--- src/rtl/pipe_skid_reg.sv ---
// Two-entry valid/ready pipeline stage with a skid slot so that in_ready is a flop output.
// Optional SKID_STALL_CNT_EN adds a saturating count of output-stall cycles on stall_cnt.
module pipe_skid_reg #(
  parameter int unsigned WIDTH = 32
) (
  input  logic             clk,
  input  logic             clr_n,
  input  logic             flush,
  input  logic             in_valid,
  output logic             in_ready,
  input  logic [WIDTH-1:0] in_data,
  output logic             out_valid,
  input  logic             out_ready,
  output logic [WIDTH-1:0] out_data
`ifdef SKID_STALL_CNT_EN
  ,
  output logic [15:0]      stall_cnt
`endif
);

  typedef enum logic [1:0] {EMPTY, BUSY, FULL} state_t;

  state_t           state, state_nxt;
  logic [WIDTH-1:0] main_q, main_nxt;
  logic [WIDTH-1:0] skid_q, skid_nxt;
  logic             in_fire, out_fire;

  always_comb begin
    out_valid = (state != EMPTY);
    in_fire   = in_valid & in_ready;
    out_fire  = out_valid & out_ready;
    out_data  = main_q;
  end

  always_comb begin
    state_nxt = state;
    main_nxt  = main_q;
    skid_nxt  = skid_q;
    if (flush) begin
      // Held words are only invalidated; their data registers are left as-is.
      state_nxt = EMPTY;
    end else begin
      unique case (state)
        EMPTY: begin
          if (in_fire) begin
            state_nxt = BUSY;
            main_nxt  = in_data;
          end
        end
        BUSY: begin
          if (in_fire && out_fire) begin
            main_nxt = in_data;
          end else if (in_fire) begin
            state_nxt = FULL;
            skid_nxt  = in_data;
          end else if (out_fire) begin
            state_nxt = EMPTY;
          end
        end
        FULL: begin
          if (out_fire) begin
            state_nxt = BUSY;
            main_nxt  = skid_q;
          end
        end
        default: state_nxt = EMPTY;
      endcase
    end
  end

  always_ff @(posedge clk) begin
    if (!clr_n) begin
      state    <= EMPTY;
      main_q   <= '0;
      skid_q   <= '0;
      in_ready <= 1'b0;
    end else begin
      state    <= state_nxt;
      main_q   <= main_nxt;
      skid_q   <= skid_nxt;
      in_ready <= (state_nxt != FULL);
    end
  end

`ifdef SKID_STALL_CNT_EN
  always_ff @(posedge clk) begin
    if (!clr_n) begin
      stall_cnt <= '0;
    end else if (out_valid && !out_ready && (stall_cnt != 16'hFFFF)) begin
      stall_cnt <= stall_cnt + 16'd1;
    end
  end
`endif

endmodule

--- config.mk ---
export PLATFORM = sky130hd
export DESIGN_NAME = pipe_skid_reg
export DESIGN_NICKNAME = d
export VERILOG_FILES = /design/src/rtl/pipe_skid_reg.sv
export SDC_FILE = /design/constraint.sdc
export NUM_CORES = 1
export LEC_CHECK = 0
export ABC_AREA = 1
export CAP_MARGIN = 20
export CORE_ASPECT_RATIO = 1.4
export CORE_MARGIN = 2
export CORE_UTILIZATION = 45
export DETAILED_ROUTE_END_ITERATION = 10
export PLACE_DENSITY = 0.8
export SLEW_MARGIN = 20
export SYNTH_ARGS = -nofsm -noshare
export SYNTH_HDL_FRONTEND = slang
export SYNTH_SLANG_ARGS = --single-unit
--- constraint.sdc ---
create_clock -name clk -period 1.5 [get_ports clk]
set_input_delay 0.225 -clock clk [delete_from_list [all_inputs] [get_ports clk]]
set_output_delay 0.225 -clock clk [all_outputs]
set_load 0.005 [all_outputs]
==> flow_summary.toml, run 1 <==
[layout]
fill_cells = 615
num-nets-final = 579
post-route-util = 0.621
n_antenna_cell = 0
syn_to_final_growth_pct = 35.2
drive_above_1_share = 0.0768

[clocking]
cts.clk_slew.worst_paths_ns = 0.07
clockBufferDepth = 2
clkLatencyLatePin_ns = 0.35
cts_buffers = 9
cts_tree = "yes"
post_cts_buffers = 0
cts_max_level = 3
cts_root_buffer = "clkbuf_8"
ctsResizeCount = 3
hold_buffers = 0
cts.sinks = 67

[timing]
slew-limit-headroom = 0.841
min_period_over_period = 0.968
fin_hold_ws_ns = 0.462
fmax_mhz = 688
hold_viol = 0
final_max_slew_viol_count = 0
min_period_ns = 1.45
skew_ns = 0.00988
worstMarginPinSlew_ns = 0.239
rsz0062_at_grt = "false"
finalSetupViolCount = 0

[status]
status = "finished, final reports clean"

[route]
first_iter_violations = 170
drt-total-wl_mm = 7.23
via_count = 2997
drc = 0
firstDrtPassIters = 4
ant_nets = 0
wl_per_cell_um = 11.6
via_per_inst = 4.83

[die]
fp.coreArea_mm2 = 0.00653
io-pin-count = 71
rows = 35
start_util = 0.460
die_y_um = 101
dieArea_mm2 = 0.00735
die_w_um = 73.0

[setup_path]
critPathTopFamily = "buffers and inverters"
worstPathMaxFanout = 2
endpoint_kind = "primary output"
worstPathArrival_ns = 1.23
crit_start = "out_data[30]"
start_kind = "register"
slowest_delay_ns = 0.52
regToRegSetupSlack_ns = 0.24
cp_data_required_time_ns = 1.27
timing.rr.end = "out_data[14]"
slowest_stage = "clkdlybuf4s50_1"
worst_r2r_path_depth = 6
crit_type = "register to primary output"
path_cells = "clkdlybuf4s50_1"
cp.buffers_inverters = 1
r2r_start = "in_ready"

[global_route]
grt_first_pass_wirelength_mm = 11.9
grt_pass1_vias = 2769
grt_max_degree = 35
grt.overflow.total = 0
antenna_found_initial = 0
grt_usage = 0.210

[logic_synthesis]
synth_cell_types = 16
synth_common_cells = "nand2_1, dfxtp_1, nor2_1"
ys.warnings.count = 0
syn-num-nets = 509
async_flop_share = 0
synth_top_area_frac = 0.447
syn-cell-area_mm2 = 0.00300
avgSynthCellArea_um2 = 6.36
synth_cells = 472
synth_edf_count = 0
synth-seq-cells = 67
synth_most_common_cell = "nand2_1"
ys.flop_type = "dfxtp_1"
synth.yosys.seq_area_share = 0.447
synth_area_leaders = "dfxtp_1, nand2_1, nor2_1, a21oi_1, nand3_1"
synth_top_area_cell = "dfxtp_1"

[placement]
place.gp.congestion = 0.830
hpwl_mm = 4.89
place.port_buffers = 70

[worst_hold_path]
whs_endpoint = "skid_q[31]"
whs_path_depth = 2
hold_path_class = "register to register"
hold_start = "skid_q[31]"

[power]
total_power_uw = 4030
power_leakage_uw = 0.00186
ir_drop_mv = 0.705
cellPowerDensity_mw_per_mm2 = 994

[run]
max-cap-violations = 0
through the flow:
stage          std cells  worst slack, ns  setup TNS (ns)  area, um2
6_report             621           0.0473               0       4060
5_1_grt              621          0.00940               0       4060
4_1_cts              621           0.0324               0       4060
3_5_place_dp         605           -0.123           -3.71       3830
3_3_place_gp         605          -0.0553           -1.06       3830
2_1_floorplan        472            0.371               0       3000
metal layers:
layer / part of all wire / vias to the layer above / GRT usage
met5: 0 / - / 0
li1: - / 1571 / -
met3: 0.041 / 18 / 0.0420
met1: 0.42 / 1337 / 0.231
met2: 0.51 / 71 / 0.359
met4: 0.034 / 0 / 0.135
power by group:
part           total, uW  internal (uW)  switching, uW
clock network       1710           1020            688
registers           1860           1830           27.1
logic                461            250            212
total               4030           3100            927
flip-flops by register name (all words and copies together), names as in the netlist:
register and count:
in_ready 1, skid_q 32, state 2, out_data 32
worst max-delay path by stage:
stage	slack, ns	depth (start not counted)	to
2_1_floorplan	0.37	6	out_data[28]
3_3_place_gp	-0.06	7	out_data[14]
3_5_place_dp	-0.12	7	out_data[14]
4_1_cts	0.03	1	out_data[21]
5_1_grt	0.009	1	out_data[28]
6_report	0.05	1	out_data[30]
cell type report:
cell class | instances | area (um2) | share of cell area
inverter | 36 | 135 | 0.0333
tap | 74 | 92.6 | 0.0228
clock inverter | 4 | 72.6 | 0.0179
timing repair buffer | 87 | 865 | 0.213
multi-input combinational | 341 | 1390 | 0.343
clock buffer | 12 | 155 | 0.0383
sequential | 67 | 1340 | 0.331
cell families (layout without fill, tap and decap cells):
| logic type | Yosys count | after routing | synth area share |
|---|---|---|---|
| buffers and inverters | 64 | 139 | 0.0892 |
| AND/OR/NAND/NOR | 306 | 306 | 0.404 |
| AO/OA/AOI/OAI | 35 | 35 | 0.0596 |
| flip-flops | 67 | 67 | 0.447 |
layout by cell type, fill, tap and decap left out:
master and count:
nand2_4 1, clkdlybuf4s50_1 69, bufinv_16 2, nor2_2 1, dfxtp_2 2, clkinv_1 1, a21oi_1 34, dfxtp_1 65
inv_1 33, inv_2 2, a21oi_2 1, dlygate4sd2_1 1, nand2_2 2, nor2_4 1, nand2_1 201, clkinv_2 1
clkbuf_8 11, buf_4 14, buf_12 3, clkinvlp_4 1, nor2_1 67, nand3_1 33, clkbuf_1 1
No activity file was read; power rests on OpenSTA's default activity.
==> run 2: changes to the inputs <==
REMOVE_ABC_BUFFERS = 1   (was not set)
==> run 2 against run 1 <==
  * Utilization down 0.15 points
  * Hold slack lost 0.00095 ns
  * Sequential power is essentially flat
  * Sequential share of layout area up 0.082 points
  * Non-clock buffer count is 6 lower
  * Final cell count down 0.97%
  * Power is 3.5% higher
  * Global-route usage is 0.074 points lower
  * Highest routed layer unchanged
  * First-iteration DRC count shrank 24%
  * Combinational power hardly changed
  * Clock skew decreased by 0.0049 ns
==> flow_summary.toml, run 2 (same netlist as run 1, synthesis figures left out) <==
[clocking]
clkLatencyLatePin_ns = 0.35
cts_root_buffer = "clkbuf_8"
clockBufferDepth = 2
hold_buffers = 0
cts_tree = "yes"
cts.sinks = 67
cts.clk_slew.worst_paths_ns = 0.07
cts_buffers = 9
cts_max_level = 3

[layout]
n_antenna_cell = 0
num-nets-final = 573
design_area_mm2 = 0.00405
syn_to_final_growth_pct = 34.8
drive_above_1_share = 0.0684
mostFrequentLayoutCell = "nand2_1"
final_cell_mix = "nand2_1, clkdlybuf4s50_1, nor2_1, dfxtp_1, a21oi_1"

[timing]
setup_ws_ns = 0.0550
worstMarginPinSlew_ns = 0.572
skew_ns = 0.00500
final_max_slew_viol_count = 0
min_period_ns = 1.44
min_period_over_period = 0.963
hold_viol = 0
fmax_mhz = 692
finalSetupViolCount = 0
setup_tns_ns = 0
slew-limit-headroom = 0.618
rsz0062_at_grt = "false"

[power]
pwr-share-comb = 0.111
power_leakage_uw = 0.00184
cell_internal_pwr_uw = 3230
ir_drop_mv = 0.537
pwr-share-seq = 0.445
total_power_uw = 4170
p_sw_frac = 0.226
cellPowerDensity_mw_per_mm2 = 1030
p_clk_frac = 0.444
power_switching_uw = 944

[global_route]
grt_max_degree = 37
grt_first_pass_wirelength_mm = 12.0
grt.overflow.total = 0
grt_pass1_vias = 2711
antenna_found_initial = 0
grt_usage = 0.209

[worst_hold_path]
whs_path_depth = 2
hold_start = "skid_q[18]"
hold_path_class = "register to register"
whs_endpoint = "skid_q[18]"

[setup_path]
timing.rr.end = "out_data[12]"
worstPathArrival_ns = 1.22
regToRegSetupSlack_ns = 0.16
critPathTopFamily = "buffers and inverters"
crit_type = "register to primary output"
endpoint_kind = "primary output"
cp_data_required_time_ns = 1.27
slowest_stage = "clkdlybuf4s50_1"
start_kind = "register"
worst_r2r_path_depth = 7
slowest_delay_ns = 0.51
path_cells = "clkdlybuf4s50_1"
worstPathMaxFanout = 2
cp.buffers_inverters = 1
crit_start = "out_data[12]"
r2r_start = "state[0]"

[placement]
dpl_worst_slack_ns = -0.0737
dpl-instance-area_mm2 = 0.00379
place.port_buffers = 70
place.gp.congestion = 0.776
hpwl_mm = 4.68

[route]
via_per_inst = 4.85
wl_per_cell_um = 11.5
via_count = 2980
drc = 0
ant_nets = 0
drt-total-wl_mm = 7.10
firstDrtPassIters = 4
first_iter_violations = 130

[die]
fp.coreArea_mm2 = 0.00653
dieArea_mm2 = 0.00735
io-pin-count = 71
die_w_um = 73.0
start_util = 0.460
die_y_um = 101
rows = 35

[run]
max-cap-violations = 0

[status]
status = "finished, final reports clean"
run 2: cell types whose count changed in the layout (fill, tap and decap cells not counted), sizes merged:
| cell | delta |
|---|---|
| clkbuf | -2 |
| bufinv | +1 |
| clkinvlp | +2 |
| clkinv | -1 |
| buf | -6 |
run 2: what timing repair did:
| item | 4_1_cts | 5_1_grt |
|---|---|---|
| resized for setup | 3 | 0 |
| buffers inserted | 0 | 0 |
| endpoints found under the setup margin | 1 | 0 |
run 2: layout make-up:
cell class	instances	area [um2]
sequential	67	1340
timing repair buffer	81	832
tap	74	92.6
clock buffer	10	138
clock inverter	6	113
multi-input combinational	341	1390
inverter	36	135
fill	582	2480
run 2: metrics by stage:
stage / util / std cells / hold WS (ns)
2_1_floorplan: - / 444 / 0.345
3_3_place_gp: 0.581 / 599 / 0.448
3_5_place_dp: 0.581 / 599 / 0.453
4_1_cts: 0.620 / 615 / 0.465
5_1_grt: 0.620 / 615 / 0.478
6_report: 0.620 / 615 / 0.461
run 2: worst max-delay path by stage:
stage,endpoint,slack (ns),depth (start not counted)
after floorplan,skid_q[0],-0.22,4
after global placement,out_data[6],-0.05,7
after detailed placement,skid_q[2],-0.07,6
after CTS,out_data[12],0.03,1
after global routing,out_data[12],0.008,1
final,out_data[12],0.06,1
run 2: power groups by stage:
stage | Combinational (uW) | Clock (uW) | Sequential [uW]
after floorplan | 171 | 0 | 1900
after global placement | 456 | 0 | 1900
after detailed placement | 462 | 0 | 1900
after CTS | 465 | 1880 | 1860
after global routing | 517 | 1960 | 1860
final | 462 | 1850 | 1860
run 2: routing by layer:
metal  wire [um]  GRT usage
met4         208      0.117
met1        2950      0.244
met5           0          0
met2        3710      0.354
met3         239     0.0370
==> run 3: changes to the inputs <==
CORE_MARGIN = not set   (was 2)
==> run 3 against run 2 <==
  * The run now ends with DRC left
  * Critical path depth unchanged
  * Hold slack about the same
  * Via count about the same
  * Combinational power about the same
  * Final cell count decreased by 0.81%
  * Count of clock-buffer cells in the layout increased by 1
  * Largest power group unchanged
  * Highest routed layer unchanged
==> flow_summary.toml, run 3 (same netlist as run 1, synthesis figures left out) <==
[power]
ir_drop_mv = 0.572
power_leakage_uw = 0.00182
cellPowerDensity_mw_per_mm2 = 942
total_power_uw = 3750

[route]
drc = 3
drt-total-wl_mm = 7.24
via_count = 2981
firstDrtPassIters = 7
ant_nets = 0
first_iter_violations = 160
wl_per_cell_um = 11.9
via_per_inst = 4.89

[global_route]
grt_first_pass_wirelength_mm = 12.3
grt_max_degree = 37
grt_usage = 0.221
grt.overflow.total = 0
antenna_found_initial = 0
grt_pass1_vias = 2829

[placement]
hpwl_mm = 4.58
dpl_worst_slack_ns = -0.0742
place.gp.congestion = 0.754
place.port_buffers = 70

[die]
rows = 34
die_w_um = 71.0
io-pin-count = 71
fp.coreArea_mm2 = 0.00634
die_y_um = 98.6
start_util = 0.473
dieArea_mm2 = 0.00700

[clocking]
cts_max_level = 3
clkLatencyLatePin_ns = 0.34
cts_root_buffer = "clkbuf_8"
post_cts_buffers = 0
cts.clk_slew.worst_paths_ns = 0.06
cts.sinks = 67
clockBufferDepth = 2
cts_buffers = 9
cts_tree = "yes"

[worst_hold_path]
hold_path_class = "register to register"

[status]
violations = "DRC"
status = "finished, violations left"

[run]
max-cap-violations = 0

[setup_path]
worstPathArrival_ns = 1.22
slowest_delay_ns = 0.52
start_kind = "register"
slowest_stage = "clkdlybuf4s50_1"
cp.buffers_inverters = 1
worstPathMaxFanout = 2
endpoint_kind = "primary output"
critPathTopFamily = "buffers and inverters"
crit_type = "register to primary output"
path_cells = "clkdlybuf4s50_1"
cp_data_required_time_ns = 1.27

[layout]
num-nets-final = 572
n_antenna_cell = 0
syn_to_final_growth_pct = 32.6
mostFrequentLayoutCell = "nand2_1"
drive_above_1_share = 0.0595
final_cell_mix = "nand2_1, clkdlybuf4s50_1, nor2_1, dfxtp_1, a21oi_1"

[timing]
setup_ws_ns = 0.0554
hold_viol = 0
worstMarginPinSlew_ns = 0.581
skew_ns = 0.00619
fmax_mhz = 692
final_max_slew_viol_count = 0
setup_tns_ns = 0
rsz0062_at_grt = "false"
finalSetupViolCount = 0
min_period_ns = 1.44
fin_hold_ws_ns = 0.461
slew-limit-headroom = 0.612
min_period_over_period = 0.963
## run 3: cell count changes in the layout (fill, tap and decap cells not counted), sizes merged
cell / before / now
clkinvlp: 3 / 0
bufinv: 3 / 1
clkbuf: 10 / 11
buf: 11 / 10
clkinv: 1 / 3
## run 3: through the flow
step / util / instances / cell area [um2]
floorplan: - / 444 / 2870
global placement: 0.599 / 596 / 3800
detailed placement: 0.599 / 596 / 3800
CTS: 0.628 / 610 / 3980
global route: 0.628 / 610 / 3980
finish: 0.628 / 610 / 3980
## run 3: routing by layer
layer	wire, um	vias up	global-route usage
met4	146	0	0.114
met2	3730	83	0.391
met5	0	-	0
met3	360	13	0.0481
li1	-	1555	-
met1	3000	1330	0.247
## run 3: final cells by class
type / instances / area, um2
Clock buffer: 11 / 141
Clock inverter: 3 / 40.0
Fill cell: 595 / 2360
Inverter: 36 / 135
Multi-Input combinational cell: 341 / 1390
Sequential cell: 67 / 1340
Tap cell: 72 / 90.1
Timing Repair Buffer: 80 / 837
## run 3: path summary, 6_finish.rpt
| path | from | end | slack, ns | depth (start not counted) |
|---|---|---|---|---|
| setup / recovery | out_data[28] | out_data[28] | 0.06 | 1 |
| hold / removal | skid_q[7] | skid_q[7] | 0.46 | 2 |
| setup reg to reg | state[0] | out_data[21] | 0.16 | 7 |
| hold reg to reg | skid_q[7] | skid_q[7] | 0.46 | 2 |
## run 3: timing repair
| item | in CTS | in global routing |
|---|---|---|
| setup endpoints to repair | 1 | 0 |
| hold buffers | 0 | 0 |
| resized for setup | 2 | 0 |
## run 3: report_power, final
part,internal (uW),total [uW],switching [uW]
logic,250,461,211
clock network,789,1430,640
registers,1830,1860,27.7
total,2870,3750,878
